==> src/rtl/rtdf_rx_dispatcher_if.sv <==
// Show-ahead FIFO read port: data and empty flow from the source, and rd_req flows back.
// rd_data is valid while empty=0. A word transfers on any clock edge where rd_req=1 and empty=0.
interface rtdf_rx_dispatcher_if;
  logic [15:0] rd_data;
  logic        empty;
  logic        rd_req;

  modport master (output rd_data, output empty, input rd_req);
  modport slave  (input rd_data, input empty, output rd_req);
endinterface

==> src/rtl/rtdf_rx_dispatcher.sv <==
// Buffers each RX frame's length word and 14-byte header, then classifies the frame by EtherType.
// It then replays the frame to one of two show-ahead consumers, or drops it.
module rtdf_rx_dispatcher #(
  parameter int          LEN_WIDTH   = 11,
  parameter logic [15:0] ETHERTYPE_0 = 16'h88B5,
  parameter logic [15:0] ETHERTYPE_1 = 16'h88B6,
  parameter int          CNT_WIDTH   = 8
) (
  input  logic                 clk_rx,
  input  logic                 reset,
  rtdf_rx_dispatcher_if.slave  rx_fifo,
  rtdf_rx_dispatcher_if.master p0,
  rtdf_rx_dispatcher_if.master p1,
  input  logic                 p0_en,
  input  logic                 p1_en,
  output logic                 busy,
  output logic [CNT_WIDTH-1:0] cnt_p0,
  output logic [CNT_WIDTH-1:0] cnt_p1,
  output logic [CNT_WIDTH-1:0] cnt_drop,
  output logic [CNT_WIDTH-1:0] cnt_runt,
  output logic [2:0]           state_dbg
);

  typedef enum logic [2:0] {IDLE, RUNT, HDR, DECIDE, REPLAY, PASS, DROP} state_t;

  state_t               state, state_nxt;
  logic [15:0]          hdr_buf [0:7];
  logic [2:0]           idx;
  logic [LEN_WIDTH-1:0] rem;
  logic                 sel;

  logic [LEN_WIDTH:0]   len_sum;
  logic [LEN_WIDTH-1:0] words;
  logic [15:0]          etype;
  logic                 match0, match1, sel_rd_req;
  logic                 rx_pop, port_pop, port_empty;
  logic [15:0]          port_data;
  logic                 inc_p0, inc_p1, inc_drop, inc_runt;

  // Word count is ceil(L/2); one extra bit keeps the +1 from overflowing.
  assign len_sum    = {1'b0, rx_fifo.rd_data[LEN_WIDTH-1:0]} + {{LEN_WIDTH{1'b0}}, 1'b1};
  assign words      = len_sum[LEN_WIDTH:1];
  assign etype      = {hdr_buf[7][7:0], hdr_buf[7][15:8]};
  assign match0     = (etype == ETHERTYPE_0) && p0_en;
  assign match1     = (etype == ETHERTYPE_1) && p1_en;
  assign sel_rd_req = sel ? p1.rd_req : p0.rd_req;

  always_comb begin
    state_nxt  = state;
    rx_pop     = 1'b0;
    port_pop   = 1'b0;
    port_empty = 1'b1;
    port_data  = '0;
    inc_p0     = 1'b0;
    inc_p1     = 1'b0;
    inc_drop   = 1'b0;
    inc_runt   = 1'b0;
    case (state)
      IDLE: begin
        rx_pop = !rx_fifo.empty;
        if (rx_pop && words != '0)
          state_nxt = (words < LEN_WIDTH'(7)) ? RUNT : HDR;
      end
      RUNT: begin
        rx_pop = !rx_fifo.empty;
        if (rx_pop && rem == LEN_WIDTH'(1)) begin
          state_nxt = IDLE;
          inc_runt  = 1'b1;
        end
      end
      HDR: begin
        rx_pop = !rx_fifo.empty;
        if (rx_pop && idx == 3'd7) state_nxt = DECIDE;
      end
      DECIDE: begin
        if (match0 || match1) state_nxt = REPLAY;
        else begin
          state_nxt = DROP;
          inc_drop  = 1'b1;
        end
      end
      REPLAY: begin
        port_empty = 1'b0;
        port_data  = hdr_buf[idx];
        port_pop   = sel_rd_req;
        if (port_pop && idx == 3'd7) begin
          if (rem != '0) state_nxt = PASS;
          else begin
            state_nxt = IDLE;
            inc_p0    = !sel;
            inc_p1    = sel;
          end
        end
      end
      PASS: begin
        // Cut-through: the consumer pops the RX FIFO directly.
        port_empty = rx_fifo.empty;
        port_data  = rx_fifo.rd_data;
        port_pop   = sel_rd_req && !rx_fifo.empty;
        rx_pop     = port_pop;
        if (port_pop && rem == LEN_WIDTH'(1)) begin
          state_nxt = IDLE;
          inc_p0    = !sel;
          inc_p1    = sel;
        end
      end
      DROP: begin
        rx_pop = !rx_fifo.empty && rem != '0;
        if (rem == '0 || (rx_pop && rem == LEN_WIDTH'(1))) state_nxt = IDLE;
      end
      default: state_nxt = IDLE;
    endcase
  end

  assign rx_fifo.rd_req = rx_pop && !reset;
  assign p0.empty       = sel ? 1'b1 : port_empty;
  assign p0.rd_data     = sel ? '0 : port_data;
  assign p1.empty       = sel ? port_empty : 1'b1;
  assign p1.rd_data     = sel ? port_data : '0;
  assign busy           = (state != IDLE);
  assign state_dbg      = state;

  always_ff @(posedge clk_rx) begin
    if (reset) begin
      state    <= IDLE;
      idx      <= '0;
      rem      <= '0;
      sel      <= 1'b0;
      cnt_p0   <= '0;
      cnt_p1   <= '0;
      cnt_drop <= '0;
      cnt_runt <= '0;
    end else begin
      state <= state_nxt;
      case (state)
        IDLE: if (rx_pop) begin
          if (words < LEN_WIDTH'(7)) rem <= words;
          else begin
            rem <= words - LEN_WIDTH'(7);
            idx <= 3'd1;
          end
        end
        // idx wraps 7->0 at the end of HDR, so REPLAY starts at the length word.
        HDR:    if (rx_pop) idx <= idx + 3'd1;
        DECIDE: sel <= !match0;
        REPLAY: if (port_pop) idx <= idx + 3'd1;
        RUNT, PASS, DROP: if (rx_pop) rem <= rem - LEN_WIDTH'(1);
        default: ;
      endcase
      if (inc_p0)   cnt_p0   <= cnt_p0 + CNT_WIDTH'(1);
      if (inc_p1)   cnt_p1   <= cnt_p1 + CNT_WIDTH'(1);
      if (inc_drop) cnt_drop <= cnt_drop + CNT_WIDTH'(1);
      if (inc_runt) cnt_runt <= cnt_runt + CNT_WIDTH'(1);
    end
  end

  always_ff @(posedge clk_rx) begin
    if (rx_pop && state == IDLE) hdr_buf[0]   <= rx_fifo.rd_data;
    if (rx_pop && state == HDR)  hdr_buf[idx] <= rx_fifo.rd_data;
  end

endmodule

==> src/flat_wrapper.sv <==
// flat-port wrapper written by rule: the top's interface ports become plain ports
module rtdf_rx_dispatcher_flat 
#(
  parameter int          LEN_WIDTH   = 11,
  parameter logic [15:0] ETHERTYPE_0 = 16'h88B5,
  parameter logic [15:0] ETHERTYPE_1 = 16'h88B6,
  parameter int          CNT_WIDTH   = 8
)
  (clk_rx, reset, p0_en, p1_en, busy, cnt_p0, cnt_p1, cnt_drop, cnt_runt, state_dbg, rx_fifo_rd_data, rx_fifo_empty, rx_fifo_rd_req, p0_rd_data, p0_empty, p0_rd_req, p1_rd_data, p1_empty, p1_rd_req);
  rtdf_rx_dispatcher_if rx_fifo_i ();
  rtdf_rx_dispatcher_if p0_i ();
  rtdf_rx_dispatcher_if p1_i ();
  input  logic clk_rx;
  input  logic reset;
  input  logic p0_en;
  input  logic p1_en;
  output logic busy;
  output logic [CNT_WIDTH-1:0] cnt_p0;
  output logic [CNT_WIDTH-1:0] cnt_p1;
  output logic [CNT_WIDTH-1:0] cnt_drop;
  output logic [CNT_WIDTH-1:0] cnt_runt;
  output logic [2:0] state_dbg;
  input wire logic [$bits(rx_fifo_i.rd_data)-1:0] rx_fifo_rd_data;
  input wire logic [$bits(rx_fifo_i.empty)-1:0] rx_fifo_empty;
  output wire logic [$bits(rx_fifo_i.rd_req)-1:0] rx_fifo_rd_req;
  output wire logic [$bits(p0_i.rd_data)-1:0] p0_rd_data;
  output wire logic [$bits(p0_i.empty)-1:0] p0_empty;
  input wire logic [$bits(p0_i.rd_req)-1:0] p0_rd_req;
  output wire logic [$bits(p1_i.rd_data)-1:0] p1_rd_data;
  output wire logic [$bits(p1_i.empty)-1:0] p1_empty;
  input wire logic [$bits(p1_i.rd_req)-1:0] p1_rd_req;
  assign rx_fifo_i.rd_data = rx_fifo_rd_data;
  assign rx_fifo_i.empty = rx_fifo_empty;
  assign rx_fifo_rd_req = rx_fifo_i.rd_req;
  assign p0_rd_data = p0_i.rd_data;
  assign p0_empty = p0_i.empty;
  assign p0_i.rd_req = p0_rd_req;
  assign p1_rd_data = p1_i.rd_data;
  assign p1_empty = p1_i.empty;
  assign p1_i.rd_req = p1_rd_req;
  rtdf_rx_dispatcher #(.LEN_WIDTH(LEN_WIDTH), .ETHERTYPE_0(ETHERTYPE_0), .ETHERTYPE_1(ETHERTYPE_1), .CNT_WIDTH(CNT_WIDTH)) u_core (.clk_rx(clk_rx), .reset(reset), .rx_fifo(rx_fifo_i), .p0(p0_i), .p1(p1_i), .p0_en(p0_en), .p1_en(p1_en), .busy(busy), .cnt_p0(cnt_p0), .cnt_p1(cnt_p1), .cnt_drop(cnt_drop), .cnt_runt(cnt_runt), .state_dbg(state_dbg));
endmodule
==> config.mk <==
export PLATFORM = sky130hd
export DESIGN_NAME = rtdf_rx_dispatcher_flat
export DESIGN_NICKNAME = d
export VERILOG_FILES = /design/src/rtl/rtdf_rx_dispatcher_if.sv /design/src/rtl/rtdf_rx_dispatcher.sv /design/src/flat_wrapper.sv
export SDC_FILE = /design/constraint.sdc
export NUM_CORES = 1
export LEC_CHECK = 0
export ABC_AREA = 1
export BUFFER_PORTS_ARGS = -buffer_cell sky130_fd_sc_hd__buf_2
export CORE_UTILIZATION = 64
export CTS_BUF_LIST = sky130_fd_sc_hd__clkbuf_4 sky130_fd_sc_hd__clkbuf_8
export DETAILED_ROUTE_END_ITERATION = 16
export GPL_ROUTABILITY_DRIVEN = 1
export PLACE_DENSITY = 0.82
export REMOVE_ABC_BUFFERS = 1
export SYNTH_ARGS = -nofsm -noshare
export SYNTH_HDL_FRONTEND = slang
export SYNTH_SLANG_ARGS = --single-unit
export TNS_END_PERCENT = 1
==> constraint.sdc <==
create_clock -name clk_rx -period 7.75 [get_ports clk_rx]
set_clock_uncertainty 0.05 [all_clocks]
set_input_delay 1.55 -clock clk_rx [delete_from_list [all_inputs] [get_ports clk_rx]]
set_output_delay 1.55 -clock clk_rx [all_outputs]
set_load 0.02 [all_outputs]
# After elaboration in Yosys (flattened, before gate mapping)
# Memory sizes are Yosys's and may differ from the RTL's. A register that Yosys moved wholly into a read port is not among the register bits.
# Index checks and enable logic that the tools add are counted.
op_classes:
  add_sub_neg: 8
  n_mul: 0
  n_div: 0
  magnitude_cmp: 1
  n_eq_ne: 21
  shift: 0
  mux: 49
  bitwise_logic: 0
  n_reduce_logical: 32
op_table:
  columns: ["cell", "count"]
  rows:
  - ["16-bit two-way mux", 3]
  - ["3-bit two-way mux", 14]
  - ["11-bit two-way mux", 3]
  - ["8-bit by 1-bit adder with 8-bit output, second input constant", 4]
  - ["16-bit == test, second input constant", 2]
  - ["16-bit case mux with 2 select lines", 1]
  - ["11-bit case mux with 2 select lines", 1]
  - ["11-bit nonzero test", 2]
  - ["3-bit case mux with 7 select lines", 1]
  - ["2-bit by 1-bit != test with 1-bit output, second input constant", 10]
  - ["1-bit two-way mux", 18]
  - ["16-bit OR reduction", 1]
  - ["1-bit logical AND", 13]
  - ["11-bit by 1-bit adder with 12-bit output, second input constant", 1]
  - ["3-bit == test, second input constant", 4]
  - ["11-bit by 1-bit == test with 1-bit output, second input constant", 1]
  - ["11-bit zero test", 1]
  - ["11-bit by 3-bit < comparator with 1-bit output, second input constant", 1]
  - ["11-bit by 1-bit subtractor with 11-bit output, second input constant", 1]
  - ["11-bit by 3-bit subtractor with 11-bit output, second input constant", 1]
  - ["3-bit case mux with 3 select lines", 1]
  - ["1-bit case mux with 2 select lines", 4]
  - ["3-bit by 2-bit == test with 1-bit output, second input constant", 2]
  - ["6-bit AND reduction", 1]
  - ["13 further kinds", 20]
word_totals:
  reg_bits: 50
  latch_bits: 0
  ramBits: 128
  romBits: 0
  input_bits: 23
  output_inout_bits: 71
  wordCells: 120
  mem_count: 1
memory_table:
  columns: ["memory", "depth", "width", "rd", "rd_clocked_by_memory_dff", "write_ports", "line", "rtl"]
  rows:
  - ["u_core.hdr_buf", 8, 16, 2, 1, 1, "rtdf_rx_dispatcher.sv:27", "logic [15:0] hdr_buf [0:7];"]

# Depth between registers and ports, before layout
logic_depth:
  ltp_word: 8
  depth_mapped: 16

# Worst setup path after synthesis
# No wires, ideal clock.
synth_path:
  kind: "input port to output port"
  start: "in reset"
  end: "out rx_fifo_rd_req"
  arrival_time_ns: 2.266
  setup_slack_ns: 3.884
  cell_stages: 3
  n_path_buf: 2
  path_cell_list: "clkbuf_1 > clkbuf_1 > nor2_1"
synth_via:
  elab_chain_cells: 2
synth_rtl:
  columns: ["element", "line", "rtl"]
  rows:
  - ["start: declaration", "flat_wrapper.sv:14", "input logic reset;"]
  - ["1-bit zero test", "rtdf_rx_dispatcher.sv:115", "assign rx_fifo.rd_req = rx_pop && !reset;"]
  - ["1-bit logical AND", "rtdf_rx_dispatcher.sv:115", null]
  - ["end: declaration", "flat_wrapper.sv:25", "output wire logic [$bits(rx_fifo_i.rd_req)-1:0] rx_fifo_rd_req;"]
# Every way passes these cells.

==> flow_metrics.py <==
metrics = {
    "detailed_routing": {
        "top_layer": "met4",
        "drc": 0,
        "totalWireLength_microns": 21400,
        "num_vias": 7487,
        "m1WireLength_microns": 9100,
        "routedWlPerCell_microns": 16.9,
        "drt_pass1_iterations": 8,
        "drt_iter0_drc": 712,
        "via_per_inst": 5.90,
        "routed-wl-met2_microns": 10300,
        "ant_nets": 0,
        "dr_wl_met3_microns": 1630,
    },
    "setup_path": {
        "path_cells": "buf_4, inv_1, buf_4, nor2_1, o32ai_1, o211ai_1, o21ai_0, inv_1, nor2_1, buf_2",
        "rr_worst_depth": 10,
        "r2r_end": "u_core.hdr_buf[1][12]",
        "path_class": "reg2out",
        "cp.arrival_ns": 3.19,
        "critPathMaxFanout": 70,
        "required_ns": 6.15,
        "cp-end-kind": "output pin",
        "slowest_stage": "buf_4",
        "slowest_delay_ns": 0.64,
        "startpoint_type": "flop",
        "rrSetupSlack_ns": 4.37,
        "worstReg2RegStart": "u_core.state_dbg[1]",
    },
    "synthesis": {
        "syn-cell-area_sq_um": 8940,
        "synthFlopType": "edfxtp_1",
        "synth-edff-count": 128,
        "async_flop_share_pct": 0,
        "ys_warn_count": 0,
        "syn-instance-count": 992,
        "ys_types": 41,
        "synth.ff_latch_count": 181,
        "synth-seq-area-share_pct": 54.9,
        "synth_area_per_cell_sq_um": 9.01,
    },
    "power_and_ir_drop": {
        "peakVddDrop_mv": 0.240,
        "power_density_nw_per_um2": 292,
        "p_leak_nw": 4.09,
    },
    "timing": {
        "tightest_slew_ns": 1.12,
        "max-slew-margin-rel_pct": 25.2,
        "clock.fmax_ghz": 0.209,
        "finalHoldViolCount": 0,
        "rsz0062_at_grt": "no",
        "post-route-period-util_pct": 61.8,
        "setup_violations": 0,
        "fin_tns_setup_ns": 0,
        "slew_viol_final": 0,
        "period_needed_ns": 4.79,
    },
    "floorplan": {
        "design.die.area_sq_um": 14400,
        "die_w_microns": 120,
        "core-area_sq_um": 13500,
        "initial_core_util_pct": 66.4,
        "rows": 42,
        "fp.dieH_microns": 120,
        "boundaryPins": 94,
    },
    "placed_design": {
        "dpl_cell_area_sq_um": 9570,
        "place_congestion": 0.906,
        "portBuffers": 93,
        "hpwlAfterDp_microns": 14000,
    },
    "clocking": {
        "clk_transition_reported_paths_ns": 0.09,
        "cts.sinks": 181,
        "clock_path_buffers": 2,
        "cts_setup_buffers": 0,
        "cts_tree": "yes",
        "hold_buffers": 0,
        "ctsResizeCount": 0,
        "clkLatencyLatePin_ns": 0.47,
        "numCtsBuffers": 17,
        "htree_levels": 4,
        "cts_root_buf": "clkbuf_8",
    },
    "layout": {
        "nets": 1115,
        "final_cell_area_sq_um": 9990,
        "antenna_cells": 0,
        "drive_above_1_share_pct": 15.2,
        "final_util_pct": 74.2,
        "area_growth_pct": 11.7,
    },
    "global_route": {
        "grt_max_degree": 71,
        "antenna_found_initial": 0,
        "grt_overflow": 0,
        "grt_pass1_wl_microns": 34200,
        "first_global_vias": 6796,
        "grt_usage_pct": 31.0,
    },
    "worst_hold_path": {
        "min_path_type": "reg2reg",
        "hold_end": "u_core.cnt_runt[7]",
        "whs_path_depth": 2,
        "min-delay-start": "u_core.cnt_runt[7]",
    },
    "run": {
        "maxCapViolCount": 0,
    },
    "outcome": {
        "outcome": "finished clean",
    },
}
## how the worst max path moves through the flow
| stage | from | to | slack, ns | cells after the start |
|---|---|---|---|---|
| global route | flop | p1_rd_data[7] | 2.81 | 10 |
| detailed placement | flop | p1_rd_data[7] | 3.55 | 10 |
| finish | flop | p1_rd_data[7] | 2.96 | 10 |
| global placement | flop | p1_rd_data[7] | 3.63 | 10 |
| CTS | flop | p1_rd_data[7] | 3.04 | 10 |
| floorplan | flop | p0_rd_data[11] | 2.82 | 7 |
## cell type report
class,count,area [sq um]
Clock buffer,20,263
Clock inverter,12,154
Tap cell,176,220
Inverter,97,364
Timing Repair Buffer,106,563
Fill cell,1003,3470
Multi-Input combinational cell,677,3520
Sequential cell,181,4910
## power by group
group | total (mW) | internal, mW | switching (mW)
combinational | 0.993 | 0.324 | 0.669
sequential | 1.25 | 1.13 | 0.114
clock | 0.671 | 0.336 | 0.336
## kinds of logic (layout without fill, tap and decap cells)
family          count (synthesis)  in the layout  share of synthesized area, %
flops                         181            181                          54.9
simple gates                  453            453                          21.7
mux                            19             19                          2.13
buf+inv                       134            235                          5.78
xor+xnor                       26             26                          2.55
fa+ha+maj                      12             12                          1.68
compound gates                167            167                          11.3
## routing by layer
layer | vias up | GRT usage [%]
met4 | 0 | 11.9
li1 | 3579 | -
met3 | 39 | 5.52
met1 | 3515 | 42.5
met2 | 354 | 49.5
met5 | - | 0
## synthesized netlist by cell type (3+ instances only)
cell | number | share of area (%)
xnor2_1 | 9 | 0.88
o221ai_1 | 19 | 1.9
nand2_2 | 9 | 0.63
a21oi_1 | 52 | 2.9
inv_1 | 94 | 3.9
inv_2 | 3 | 0.13
nand2_1 | 169 | 7.1
clkbuf_1 | 30 | 1.3
nand3_1 | 49 | 2.7
nor2_2 | 7 | 0.49
dfxtp_1 | 53 | 12
o32ai_1 | 8 | 0.78
nand4_1 | 22 | 1.5
nor2_1 | 170 | 7.1
o311ai_0 | 5 | 0.49
o21ai_0 | 61 | 3.4
buf_2 | 4 | 0.22
mux2i_1 | 19 | 2.1
nor3_1 | 16 | 0.90
xor2_1 | 17 | 1.7
edfxtp_1 | 128 | 43
ha_1 | 12 | 1.7
o211ai_1 | 11 | 0.92
## flip-flops by register name (all words and copies together), names as in the netlist, named ones only
register,count
u_core.cnt_drop,8
u_core.cnt_p0,8
u_core.cnt_p1,8
u_core.cnt_runt,8
u_core.hdr_buf,128
u_core.idx,3
u_core.rem,11
u_core.sel,1
u_core.state_dbg,3
## layout by cell type, fill, tap and decap left out, types with 5 or more instances in the layout
cell type / count
a21oi_1: 52
buf_2: 93
buf_4: 13
clkbuf_8: 18
dfxtp_1: 51
edfxtp_1: 128
ha_1: 12
inv_1: 94
mux2i_1: 19
nand2_1: 169
nand2_2: 9
nand3_1: 49
nand4_1: 22
nor2_1: 170
nor2_2: 7
nor3_1: 16
o211ai_1: 11
o21ai_0: 61
o221ai_1: 19
o311ai_0: 5
o32ai_1: 8
xnor2_1: 9
xor2_1: 17
## critical path: cells and delay by family (launching register included)
family                 cells  cell delay (ns)
buffers and inverters      5             1.62
AOI/OAI and AO/OA          3             0.54
DFF                        1             0.32
and+or+nand+nor            2             0.21
## stage by stage
stage | total power, mW | hold slack (ns) | worst slack [ns] | cells
after global routing | 3.07 | 0.440 | 2.81 | 1269
after global placement | 2.21 | 0.395 | 3.63 | 1237
after CTS | 2.90 | 0.415 | 3.04 | 1269
after detailed placement | 2.24 | 0.402 | 3.55 | 1237
final | 2.91 | 0.413 | 2.96 | 1269
after floorplan | 1.94 | 0.427 | 2.82 | 955
Note: power is estimated with default switching activity, not from simulation.
